`config.mk`:
```
export PLATFORM = sky130hd
export DESIGN_NAME = mem_bist
export DESIGN_NICKNAME = d
export VERILOG_FILES = /design/src/rtl/mem_bist.sv
export SDC_FILE = /design/constraint.sdc
export NUM_CORES = 2
export LEC_CHECK = 0
export ABC_AREA = 1
export CAP_MARGIN = 10
export CORE_MARGIN = 1.5
export CORE_UTILIZATION = 60
export DETAILED_ROUTE_END_ITERATION = 8
export PLACE_DENSITY = 0.78
export SYNTH_ARGS = -nofsm -noshare
export SYNTH_HDL_FRONTEND = slang
export SYNTH_SLANG_ARGS = --single-unit
```
`constraint.sdc`:
```
create_clock -name Clk -period 8.6 [get_ports Clk]
set_input_delay 1.72 -clock Clk [delete_from_list [all_inputs] [get_ports Clk]]
set_output_delay 1.72 -clock Clk [all_outputs]
set_load 0.1 [all_outputs]
```
`src/rtl/mem_bist.sv`:
```
// Single-port RAM with a fill/verify self-test sequencer and a byte-select LED view.
// The manual port owns the RAM whenever the sequencer is idle or done.
module mem_bist #(
    parameter int DATA_W = 32,
    parameter int ADDR_W = 6
) (
    input  logic              Clk,
    input  logic              Rst,
    input  logic              Start,
    input  logic              Op,
    input  logic [1:0]        Mode,
    input  logic [ADDR_W-1:0] Addr,
    input  logic              Write_Reg,
    input  logic [DATA_W-1:0] W_Data,
    input  logic [1:0]        Select,
    output logic [DATA_W-1:0] R_Data,
    output logic [7:0]        LED,
    output logic              Busy,
    output logic              Done,
    output logic              Error,
    output logic [ADDR_W-1:0] ErrAddr
);

    localparam int DEPTH = 2**ADDR_W;
    localparam int NB    = DATA_W / 8;

    typedef enum logic [1:0] {S_IDLE, S_FILL, S_VERIFY, S_DONE} state_t;

    state_t              state;
    logic [1:0]          mode_q;
    logic [ADDR_W-1:0]   cnt;
    logic [ADDR_W-1:0]   cmp_addr;
    logic                cmp_vld;
    logic [DATA_W-1:0]   seq_word;
    logic [DATA_W-1:0]   mem [DEPTH];
    logic                busy;
    logic                mismatch;
    logic [ADDR_W-1:0]   ram_addr;
    int                  sel_idx;

    function automatic logic [DATA_W-1:0] pat(input logic [1:0] m, input logic [ADDR_W-1:0] a);
        case (m)
            2'b00:   pat = '0;
            2'b01:   pat = '1;
            2'b10:   pat = a[0] ? {NB{8'hAA}} : {NB{8'h55}};
            default: pat = DATA_W'(a);
        endcase
    endfunction

    assign busy     = (state == S_FILL) || (state == S_VERIFY);
    assign Busy     = busy;
    assign Done     = (state == S_DONE);
    assign ram_addr = busy ? cnt : Addr;
    assign mismatch = seq_word != pat(mode_q, cmp_addr);

    always_ff @(posedge Clk or posedge Rst) begin
        if (Rst) begin
            state    <= S_IDLE;
            mode_q   <= 2'b00;
            cnt      <= '0;
            cmp_addr <= '0;
            cmp_vld  <= 1'b0;
            Error    <= 1'b0;
            ErrAddr  <= '0;
        end else begin
            case (state)
                S_IDLE, S_DONE: begin
                    if (Start) begin
                        mode_q  <= Mode;
                        Error   <= 1'b0;
                        ErrAddr <= '0;
                        cnt     <= '0;
                        cmp_vld <= 1'b0;
                        state   <= Op ? S_VERIFY : S_FILL;
                    end
                end
                S_FILL: begin
                    // counter wraps to 0 on the last write, ready for VERIFY
                    cnt <= cnt + 1'b1;
                    if (&cnt) state <= S_VERIFY;
                end
                S_VERIFY: begin
                    cnt      <= cnt + 1'b1;
                    cmp_addr <= cnt;
                    cmp_vld  <= 1'b1;
                    if (cmp_vld && mismatch) begin
                        state   <= S_DONE;
                        Error   <= 1'b1;
                        ErrAddr <= cmp_addr;
                        cmp_vld <= 1'b0;
                    end else if (cmp_vld && (&cmp_addr)) begin
                        state   <= S_DONE;
                        cmp_vld <= 1'b0;
                    end
                end
                default: state <= S_IDLE;
            endcase
        end
    end

    // Array has no reset; one shared address for both the write and read paths.
    always_ff @(posedge Clk) begin
        if (state == S_FILL)
            mem[ram_addr] <= pat(mode_q, cnt);
        else if (!busy && Write_Reg)
            mem[ram_addr] <= W_Data;
        if (state == S_VERIFY)
            seq_word <= mem[ram_addr];
    end

    // Manual read is read-first and freezes while the sequencer owns the RAM.
    always_ff @(posedge Clk or posedge Rst) begin
        if (Rst)
            R_Data <= '0;
        else if (!busy)
            R_Data <= mem[ram_addr];
    end

    always_comb begin
        sel_idx = int'(Select) % NB;
        LED     = R_Data[sel_idx*8 +: 8];
    end

endmodule

```
==> summary.txt <==
Outcome
  – Status: complete, no violations

Timing
  – Tcrit/Tclk final: between 70 and 80%
  – Final setup skew: 0.0426 ns
  – Fmax: 0.163 GHz
  – Pin slew with the least headroom to its limit: between 1 and 1.5 ns
  – Final setup viols: 0
  – Slew HR: 16.2%
  – Slew Viols, Final: 0
  – Setup TNS: 0 ns
  – RSZ-0062 raised after global routing: no
  – Fin. Hold Viols: 0
  – Final min period: 6.12 ns

Setup path
  – Crit-path max FO: 17
  – Bufs and invs on worst path: 3
  – R2r startpoint: state[0]
  – Crit path launch type: primary input
  – FF-to-FF End: mem[14][11]
  – R2R cell count: 10
  – Slowest CP cell: clkdlybuf4s50_1
  – Worst reg-to-reg setup slack: roughly 3.2 ns
  – Crit-path max cell delay: between 1 and 1.5 ns
  – Worst setup path category: primary input to primary output
  – Family with the most delay on the worst path: buffers and inverters
  – Worst Path Required: roughly 6.9 ns
  – Critical Path AT: roughly 4.4 ns
  – Critical path, cell by cell: clkdlybuf4s50_1 > inv_1 > o21ai_0 > o22ai_1 > clkdlybuf4s50_1
  – CP endpoint kind: primary output
  – Cell repeated most along the worst path: clkdlybuf4s50_1

Synthesis
  – Synth Instances: 8,584
  – Distinct cells, synth: 35
  – Number of synthesized flops with an enable pin: around 2,100
  – Leading area contributor after synthesis: edfxtp_1
  – Yosys top cell area share: between 60 and 70%
  – Syn avg cell area: roughly 11 µm²
  – Syn. warnings: 0
  – Syn_nets: approximately 8,600
  – Top FF cell, synth: edfxtp_1
  – Post-synthesis sequential area ratio: 70.7%
  – Main area contributors after synthesis: edfxtp_1 (69%), nand2_1 (20%), nand4_1 (4.0%)
  – Synthesis-stage register bit count: 2,136
  – Mapped cell area: approximately 90,000 µm²
  – Asr flop ratio synth: 2.62%

CTS
  – CTS tree: built
  – Clock latency on the worst-skew pair: 0.86 ns
  – Post_cts resized: 0
  – CTS clk-pin slew, worst paths: ~0.06 ns
  – CTS H-tree depth: 4
  – Clock net sink count: 2,136
  – Num CTS Buffers: 207
  – Post-CTS Setup Repair Bufs: 0
  – Clock Tree Buf Depth: 3
  – Clock root buffer: clkbuf_16
  – Post-CTS Hold Buffers: 0

Finish
  – Final net count: 8,536
  – Commonest non-fill, non-tap cell in the layout: nand2_1
  – Finished Cell Area: between 90,000 and 100,000 µm²
  – End-of-flow core utilization: 66.8%
  – Synth-to-Final Area Change: 10.5%
  – Most frequent cells in the layout: nand2_1 (4,753), edfxtp_1 (2,080), nand4_1 (577), nor2_1 (273), clkbuf_16 (213)
  – Layout cells sized above 1: 6.24%

Floorplan
  – Site Rows: 142
  – Die W: 391 µm
  – Core Area: 150,000 µm²
  – Die H: 391 µm
  – # IOs: 96
  – Starting Density: 60.4%
  – Die area: 153,000 µm²

Hold path
  – Hold Path Class: register to register
  – Hold path cells: 2
  – Hold_sp: ErrAddr[1]
  – Hold Path Sink: ErrAddr[1]

Placed design
  – Count of input and output buffers: 95
  – DP HPWL: 146,000 µm
  – Routability-driven placement congestion ratio: 0.948
  – Post-Place Cell Area: 93,200 µm²

Flow run
  – MaxCap Viol Count: 0

Detailed routing
  – First DRT Iteration DRCs: 9,922
  – Final wirelength: 266,000 µm
  – Vias/cell: 6.04
  – Wire length per cell: 24.9 µm
  – Post-route DRC: 0
  – Detailed Routing Iterations Pass 1: 6
  – Via count: 64,500
  – Routed Antenna Nets: 0

Global route
  – Met3 Use GR: 8.33%
  – Wire length of the first global-routing pass: 390,000 µm
  – Overflow after GRT: 0
  – Vias in the first global route: between 60,000 and 70,000
  – GR Util met1: 48.9%
  – Grt met2 use: 51.2%
  – Grt peak-use layer: met2
  – Initial antenna violation count: 15
  – Gr usage total: 34.8%
  – Largest net degree at the start of global routing: ~210
==> worst reg2reg max path, delay by kind of cell (launching register included) <==
family,cells,cell delay (ns)
compound gates,1,0.35
fa+ha+maj,1,0.30
buf+inv,4,1.37
flops,1,0.41
simple gates,4,2.56
==> worst max-delay path by stage <==
stage               depth (start not counted)       from         to  slack, ns
CTS                                         5  Select[0]     LED[3]       2.49
global route                                5  Select[0]     LED[2]       2.25
global placement                            5  Select[0]     LED[3]       2.40
floorplan                                   4  Write_Reg  mem[0][0]       1.42
detailed placement                          5  Select[0]     LED[3]       2.49
finish                                      5  Select[0]     LED[1]       2.48
==> cells by family after synthesis <==
family / count (synthesis) / synth area share [%]
compound gates: 88 / 0.579
flops: 2136 / 70.7
simple gates: 5754 / 25.7
fa+ha+maj: 4 / 0.0554
buf+inv: 602 / 2.99
==> through the flow <==
step | std cells | worst slack (ns) | hold WS, ns
5_1_grt | 10700 | 2.25 | 0.529
2_1_floorplan | 8584 | 1.42 | 0.472
3_5_place_dp | 10300 | 2.49 | 0.474
3_3_place_gp | 10300 | 2.40 | 0.467
6_report | 10700 | 2.48 | 0.493
4_1_cts | 10700 | 2.49 | 0.491
==> metal layers <==
metal  share of wire, %  vias up
li1                   -    28700
met1                 37    30800
met2                 44     4378
met3                 14      605
met4                5.2       12
met5              0.027        -
==> cell usage after synthesis (2+ instances only) <==
master / instances
nand2_1: 4782
edfxtp_1: 2080
nand4_1: 577
nor2_1: 337
buf_2: 303
clkbuf_1: 185
inv_1: 79
dfrtp_1: 56
o21ai_0: 41
nand3_1: 40
a21oi_1: 24
buf_1: 19
o22ai_1: 8
nor3_4: 7
buf_6: 6
o311ai_0: 5
buf_4: 4
ha_1: 4
inv_2: 4
nor3_1: 4
o21ai_2: 3
inv_4: 2
o21ai_4: 2
==> sequential cells by signal, summed over array words and instances (netlist names) <==
register  flops
mem        2048
R_Data       32
seq_word     32
ErrAddr       6
cmp_addr      6
cnt           6
mode_q        2
state         2
Error         1
cmp_vld       1
==> cell type report <==
class | count | area [µm²]
timing repair buffer | 209 | 2020
tap | 2016 | 2520
sequential | 2136 | 63900
clock inverter | 119 | 1160
multi-input combinational | 5846 | 24400
fill | 10600 | 49700
clock buffer | 261 | 5540
antenna | 2 | 5.00
inverter | 85 | 339
Power is not shown: default switching activity piles up to over one toggle a cycle in this logic, so the estimate is an artifact.
